--- config.mk ---
export PLATFORM = sky130hd
export DESIGN_NAME = systolic_seq_ctrl
export DESIGN_NICKNAME = d
export VERILOG_FILES = /design/src/rtl/matrix_mult_pkg.sv /design/src/rtl/skew_window_gen.sv /design/src/rtl/systolic_seq_ctrl.sv
export SDC_FILE = /design/constraint.sdc
export NUM_CORES = 1
export LEC_CHECK = 0
export CAP_MARGIN = 30
export CORE_MARGIN = 5
export CORE_UTILIZATION = 60
export DETAILED_ROUTE_END_ITERATION = 12
export DONT_BUFFER_PORTS = 1
export PLACE_DENSITY = 0.77
export SETUP_SLACK_MARGIN = 0.5
export SYNTH_ARGS = -nofsm -noshare
export SYNTH_HDL_FRONTEND = slang
export SYNTH_HIERARCHICAL = 1
export SYNTH_SLANG_ARGS = --single-unit
--- constraint.sdc ---
create_clock -name clock_i -period 2.1 [get_ports clock_i]
set_input_delay 0.42 -clock clock_i [delete_from_list [all_inputs] [get_ports clock_i]]
set_output_delay 0.42 -clock clock_i [all_outputs]
set_load 0.02 [all_outputs]
--- src/rtl/matrix_mult_pkg.sv ---
// Shared types and defaults for the matrix_mult systolic sequencer.
// No logic of its own; no latency.
// No handshake; consumers size their counters from the helper here.
package matrix_mult_pkg;

    typedef enum logic [2:0] {
        IDLE  = 3'd0,
        ARM   = 3'd1,
        FEED  = 3'd2,
        FLUSH = 3'd3,
        DRAIN = 3'd4,
        DONE  = 3'd5
    } seq_state_t;

    localparam int N_DEF     = 4;
    localparam int FLUSH_DEF = 8;

    // The phase counter is shared by FEED (2N-1 cycles) and FLUSH, so it
    // must hold the larger of the two phase lengths minus one.
    function automatic int phase_cnt_width(input int n, input int flush_cyc);
        int span;
        span = (2 * n - 1 > flush_cyc) ? 2 * n - 1 : flush_cyc;
        return (span > 1) ? $clog2(span) : 1;
    endfunction

endpackage

--- src/rtl/skew_window_gen.sv ---
// Maps the feed phase counter to the skewed per-lane FIFO read strobes.
// Purely combinational, zero latency.
// No backpressure; strobes are forced low whenever vld_i is low.
module skew_window_gen #(
    parameter int N  = 4,
    parameter int TW = 3
) (
    input  logic [TW-1:0] t_i,
    input  logic          vld_i,
    output logic [N-1:0]  win_o
);

    // One extra bit so the upper bound i+N never overflows the compare width.
    logic [TW:0] t_ext;
    assign t_ext = {1'b0, t_i};

    // Lane i is read on N consecutive cycles starting at t == i.
    for (genvar i = 0; i < N; i++) begin : g_lane
        localparam logic [TW:0] LO = (TW + 1)'(i);
        localparam logic [TW:0] HI = (TW + 1)'(i + N);
        logic lo_ok;
        if (i == 0) begin : g_first
            assign lo_ok = 1'b1;
        end else begin : g_rest
            assign lo_ok = (t_ext >= LO);
        end
        assign win_o[i] = vld_i && lo_ok && (t_ext < HI);
    end

endmodule

--- src/rtl/systolic_seq_ctrl.sv ---
// Sequences an N x N systolic multiply: arm, skewed feed, flush, row-major drain.
// First result write 2N-1+FLUSH_CYC cycles after ARM exit; full run 31 cycles at defaults.
// out_full_i stalls the drain in place (count holds, nothing lost); start is ignored mid-run.
module systolic_seq_ctrl
    import matrix_mult_pkg::*;
#(
    parameter int N         = N_DEF,
    parameter int FLUSH_CYC = FLUSH_DEF,
    parameter int CW        = $clog2(N * N)
) (
    input  logic          clock_i,
    input  logic          resetn_i,
    input  logic          clear_i,
    input  logic          start_i,
    input  logic [2*N-1:0] in_full_i,
    input  logic          out_full_i,
    output logic [N-1:0]  rd_a_o,
    output logic [N-1:0]  rd_b_o,
    output logic          reg_en_o,
    output logic          mult_en_o,
    output logic          add_en_o,
    output logic          wr_out_o,
    output logic [CW-1:0] count_o,
    output logic          busy_o,
    output logic          done_o
);

    localparam int            TW           = phase_cnt_width(N, FLUSH_CYC);
    localparam logic [TW-1:0] T_FEED_LAST  = TW'(2 * N - 2);
    localparam logic [TW-1:0] T_FLUSH_LAST = TW'(FLUSH_CYC - 1);
    localparam logic [CW-1:0] CNT_LAST     = CW'(N * N - 1);

    seq_state_t    state_q, state_d;
    logic [TW-1:0] t_q, t_d;
    logic [CW-1:0] count_q, count_d;
    logic          add_en_q, add_en_d;

    logic          feeding;
    logic          array_run;
    logic [N-1:0]  rd_win;

    assign feeding   = (state_q == FEED);
    assign array_run = (state_q == FEED) || (state_q == FLUSH);

    // One window generator feeds both operand sides: A rows and B columns
    // share the same skew.
    skew_window_gen #(
        .N  (N),
        .TW (TW)
    ) u_skew (
        .t_i   (t_q),
        .vld_i (feeding),
        .win_o (rd_win)
    );

    // State, phase counter, result index and the delayed accumulate enable.
    always_ff @(posedge clock_i or negedge resetn_i) begin
        if (!resetn_i) begin
            state_q  <= IDLE;
            t_q      <= '0;
            count_q  <= '0;
            add_en_q <= 1'b0;
        end else begin
            state_q  <= state_d;
            t_q      <= t_d;
            count_q  <= count_d;
            add_en_q <= add_en_d;
        end
    end

    // Next-state logic; clear overrides every transition and aborts the run.
    always_comb begin
        state_d  = state_q;
        t_d      = t_q;
        count_d  = count_q;
        add_en_d = array_run && !clear_i;
        case (state_q)
            IDLE: begin
                if (start_i) state_d = ARM;
            end
            ARM: begin
                if (!start_i) begin
                    state_d = IDLE;
                end else if (&in_full_i) begin
                    state_d = FEED;
                    t_d     = '0;
                    count_d = '0;
                end
            end
            FEED: begin
                if (t_q == T_FEED_LAST) begin
                    state_d = FLUSH;
                    t_d     = '0;
                end else begin
                    t_d = t_q + TW'(1);
                end
            end
            FLUSH: begin
                if (t_q == T_FLUSH_LAST) begin
                    state_d = DRAIN;
                    t_d     = '0;
                end else begin
                    t_d = t_q + TW'(1);
                end
            end
            DRAIN: begin
                // The last index is written without advancing, so count
                // never wraps and DONE reports the final index.
                if (!out_full_i) begin
                    if (count_q == CNT_LAST) state_d = DONE;
                    else                     count_d = count_q + CW'(1);
                end
            end
            DONE: begin
                if (!start_i) begin
                    state_d = IDLE;
                    count_d = '0;
                end
            end
            default: state_d = IDLE;
        endcase
        if (clear_i) begin
            state_d = IDLE;
            t_d     = '0;
            count_d = '0;
        end
    end

    assign rd_a_o    = rd_win;
    assign rd_b_o    = rd_win;
    assign reg_en_o  = array_run;
    assign mult_en_o = array_run;
    assign add_en_o  = add_en_q;
    assign wr_out_o  = (state_q == DRAIN) && !out_full_i;
    assign count_o   = count_q;
    assign busy_o    = (state_q != IDLE) && (state_q != DONE);
    assign done_o    = (state_q == DONE);

endmodule

== Word level (Yosys, flattened, before mapping) ==
Index checks and enable logic that the tools add are counted.

* Add/subtract/negate cells: 2
* Order comparisons: 7
* Equality and inequality tests: 19
* Muxes and demuxes: 23
* Reduce and logical (&&, ||, !) cells: 21

{| class="wikitable"
|+ Operators by type and width
! operator !! number
|-
| $mux 3 || 14
|-
| $ne 3x3->1 const B || 9
|-
| $mux 4 || 6
|-
| $pmux 3 s6 || 1
|-
| $eq 3x3->1 const B || 4
|-
| $lt 3x3->1 const B || 4
|-
| $pmux 4 s3 || 1
|-
| $logic_and 1x1->1 || 10
|-
| $pmux 3 s3 || 1
|-
| $reduce_and 8->1 || 1
|-
| $reduce_bool 4->1 || 2
|-
| $reduce_and 7->1 || 1
|-
| $eq 3x2->1 const B || 2
|-
| $ge 3x2->1 const B || 2
|-
| $reduce_and 6->1 || 1
|-
| $add 4x1->4 const B || 1
|-
| $eq 4x4->1 const B || 1
|-
| $ne 4x4->1 const B || 1
|-
| $add 3x1->3 const B || 1
|-
| $eq 3x1->1 const B || 1
|-
| $ge 3x1->1 const B || 1
|-
| $logic_not 3->1 || 1
|-
| $ne 3x2->1 const B || 1
|-
| $reduce_and 3->1 || 1
|-
| other kinds (3) || 4
|}

* Flip-flop bits (word level): 11
* Input port bits: 13
* Output and inout bits: 18
* Word-level logic and storage cells: 76

== Logic depth before layout (Yosys ltp) ==
* Depth after elaboration: 5
* Depth in mapped cells: 6

== Hierarchy ==
Netlist, hierarchy kept.

{| class="wikitable"
|+ Modules (own cells, without submodules)
! module !! instances !! cells an instance !! area an instance (um2) !! seq. area each (um2)
|-
| systolic_seq_ctrl || 1 || 90 || 847.1 || 275.3
|-
| skew_window_gen || 1 || 9 || 56.3 || 0.0
|}

== Worst setup path before layout ==
Ideal clock, no wire load.

* Path type: register to output
* Start: register state_q[2]
* End: output rd_b_o[3]
* Data arrival time: 1.445 ns
* Setup slack: 0.235 ns
* Cell stages (with the launch flop): 6
* Buffers on the path: 1
* Path through: dfrtp_1 > nand2b_2 > nor2_1 > nand2_1 > mux2i_1 > buf_4

* Cells in the longest elaborated chain, start to end: 3

{| class="wikitable"
|+ Ends and longest elaborated chain
! item !! RTL line !! text
|-
| start, declared || systolic_seq_ctrl.sv:33 || <nowiki>seq_state_t state_q, state_d;</nowiki>
|-
| start signal, assigned || systolic_seq_ctrl.sv:64 || <nowiki>state_q <= state_d;</nowiki>
|-
| $eq 3x2->1 || systolic_seq_ctrl.sv:42 || <nowiki>assign feeding = (state_q == FEED);</nowiki>
|-
| net feeding || systolic_seq_ctrl.sv:38 || <nowiki>logic feeding;</nowiki>
|-
| $logic_and 1x1->1 (2 in series) || skew_window_gen.sv:27 || <nowiki>assign win_o[i] = vld_i && lo_ok && (t_ext < HI);</nowiki>
|-
| end, declared || systolic_seq_ctrl.sv:18 || <nowiki>output logic [N-1:0] rd_b_o,</nowiki>
|}

The timed path passes the listed nets, and every way through them passes these cells.

== Final worst setup path ==
* Start: register state_q[2]
* End: output rd_a_o[3]

* Cells in the longest elaborated chain, start to end: 3

{| class="wikitable"
|+ Ends and longest elaborated chain
! item !! RTL line !! text
|-
| $eq 3x2->1 || systolic_seq_ctrl.sv:42 ||
|-
| net feeding || systolic_seq_ctrl.sv:38 ||
|-
| $logic_and 1x1->1 (2 in series) || skew_window_gen.sv:27 ||
|-
| end, declared || systolic_seq_ctrl.sv:17 || <nowiki>output logic [N-1:0] rd_a_o,</nowiki>
|}

The timed path passes the listed nets, and every way through them passes these cells.

==> metrics.txt <==
Mapped Cells 99; Tightest Hold Check Type input port to register; Worst Clk Skew 12.5 ps; crit path kind register to primary output; area of the die 2380 sq um; slew margin rel. 0.678; number of synthesized flops with an enable pin 0; diode count 0; DR WL/cell 20.1 microns; Synth cell types 45; Remaining Overflow, GRT 0; multi-input combinational cell area a little over 700 sq um; hpwl dp 1500 microns; critical path startpoint state_q[2]$_DFFE_PN0P_; most common flop cell mapped by yosys dfrtp_1; layout overhead on the synthesized area 38.5%; worst-margin pin slew 481 ps; Slew Limit Fails 0; Max Cap Viol 0; post-route setup slack 294 ps; fin crit share 0.860; DRC errors left 0; Critical Path Sink Type primary output; Detail Route Antenna Nets 0; sequential standard cell area 282 sq um; Die Width between 40 and 50 microns; CP max FO 3; Layout Nets 132; GRT met3 Usage 0.0428; clk buf depth 2; worst flop-to-flop path startpoint t_q[0]$_DFFE_PN0P_; Leak approximately 0.56 nW; Tmin final 1810 ps; Synth Register Bits 11; largest area contributor in the netlist dfrtp_1; Synth async-reset ratio 1.00; most used routing layer met2; core area between 1000 and 1500 sq um; CTS Buf Count 3; GRT met2 Usage 0.346; clk root buf clkbuf_4; vias 879; startpoint types register; Critical Path RT between 1500 and 2000 ps; first-pass GRT wire length 3900 microns; initial antenna violation count 0; Worst Path Arrival 1390 ps; Worst-path clk slew 70 ps; status complete, no violations; clock tree sinks 11; Vias per Instance 6.76; Starting Density 0.614; Placement Setup Slack about 440 ps; FILL cells between 70 and 80; Fin Setup TNS 0 ps; Hold Crit Start clear_i; yosys warns 6; H-tree levels 1; Die Ht 48.8 microns; Syn Nets 116; PwrDens approximately 990 nW/um^2; met1 usage 0.245; I/O pin count 31; Synth area leaders dfrtp_1, ha_1, mux2i_1, buf_4, inv_1; RSZ-0062 raised after global routing yes; Mapped Avg Cell Area 9.12 sq um; largest net degree at the start of global routing 12; GP Congestion 0.941; f_max around 550 MHz; Skew-Pair Late Insertion Delay 260 ps; final count of hold timing violations 0; area share of the leading cell type in the synthesized netlist 0.305; Tot GR Track Use 0.202; initial DRC count 20; VDD IR max approximately 600 uV; Post-Synthesis Cell Area 903 sq um; Port-buffer cells 0; Routed WL around 2600 microns; layout cell share with drive strength beyond 1 0.509; # rows 14; DR pass1 iterations 4; CTS tree done; Seq/Total Area, Yosys 0.305; vias in the first global route 847; final setup vio count 0
==> layout make-up <==
type                            count  share of cell area
Multi-Input combinational cell     70               0.565
Sequential cell                    11               0.225
Timing Repair Buffer               19               0.137
Inverter                           10              0.0360
Clock buffer                        4              0.0210
Tap cell                           16              0.0160
==> placed cells by master, fill, tap and decap left out, types with 2 or more instances in the layout <==
| master | Yosys | layout |
|---|---|---|
| o211ai_1 | 2 | 2 |
| nand3b_1 | 2 | 2 |
| mux2i_4 | 0 | 2 |
| buf_4 | 5 | 11 |
| and3_1 | 2 | 2 |
| dfrtp_2 | 0 | 5 |
| nor2_2 | 0 | 2 |
| nor2_4 | 0 | 2 |
| o21ai_0 | 2 | 2 |
| clkbuf_4 | 0 | 3 |
| nand2b_4 | 0 | 3 |
| dfrtp_1 | 11 | 6 |
| buf_6 | 1 | 7 |
| inv_1 | 9 | 7 |
| nand4_1 | 3 | 3 |
| nand3_1 | 3 | 2 |
| ha_1 | 4 | 4 |
| nand3_2 | 1 | 2 |
| nor3_2 | 1 | 2 |
| nand2_1 | 8 | 6 |
| mux2i_1 | 4 | 2 |
| a31oi_1 | 2 | 2 |
==> Yosys cell counts (2+ instances only) <==
master and number:
a31oi_1 2, o21ai_0 2, nand4_1 3, a21oi_1 2, nor2b_1 2, buf_4 5
dfrtp_1 11, nand3b_1 2, nor3_1 2, nand2_1 8, mux2i_1 4, and3_1 2
nand2b_1 3, buf_2 2, o211ai_1 2, inv_1 9, nor2_1 5, nand3_1 3
ha_1 4
==> power by group <==
part           switching, mW  internal (mW)  total [mW]
sequential            0.0454          0.246       0.291
clock                 0.0644         0.0731       0.137
combinational          0.421          0.390       0.811
total                  0.530          0.709        1.24
==> sequential cells by signal (all words and copies together) (netlist names) <==
name	cells
t_q	3
state_q	3
add_en_o	1
count_o	4
==> cell families (layout without fill, tap and decap cells) <==
kind of cell | count (synthesis) | after routing | share of synthesized area
simple gates | 38 | 38 | 0.255
compound gates | 21 | 21 | 0.202
buf+inv | 18 | 33 | 0.107
flops | 11 | 11 | 0.305
mux | 5 | 5 | 0.0568
fa+ha+maj | 4 | 4 | 0.0554
xor+xnor | 2 | 2 | 0.0194
==> per-layer routing <==
| layer | share of wire | vias to the layer above |
|---|---|---|
| met2 | 0.50 | 53 |
| met4 | 0.033 | 0 |
| met1 | 0.38 | 425 |
| met3 | 0.086 | 12 |
| li1 | - | 389 |
| met5 | 0 | - |
==> path summary, 6_finish.rpt <==
check                      cells past startpoint  slack, ps                      to
max                                            4        290               rd_a_o[3]
max in group asynchronous                      1       1180      t_q[2]$_DFFE_PN0P_
min in group asynchronous                      1        550  count_o[2]$_DFFE_PN0P_
min reg2reg                                    1        590  count_o[0]$_DFFE_PN0P_
min                                            1        240  state_q[1]$_DFFE_PN0P_
max reg2reg                                    6        420  state_q[1]$_DFFE_PN0P_
==> repair_timing <==
action	4_1_cts	5_1_grt
endpoints found under the hold margin	11	0
hold buffers	1	0
resized for setup	20	21
setup endpoints to repair	17	20
buffers inserted	9	5
pin swaps	6	5
==> through the flow <==
stage | hold slack [ps] | cell area [sq um] | power, mW | utilization | cells
final | 243 | 1250 | 1.24 | 0.850 | 130
after global routing | 225 | 1250 | 1.31 | 0.850 | 130
after CTS | 224 | 1110 | 1.03 | 0.755 | 125
after detailed placement | 125 | 942 | 0.738 | 0.640 | 111
after global placement | 125 | 942 | 0.733 | 0.640 | 111
after floorplan | 124 | 965 | 0.691 | - | 99
==> worst max-delay path, cell delays in order, from the launching register on <==
cell	delay, ps
dfrtp_1	380
nand2b_4	160
nor2_4	150
nand2_2	110
mux2i_4	340
Note: power is estimated with default switching activity, not from simulation.
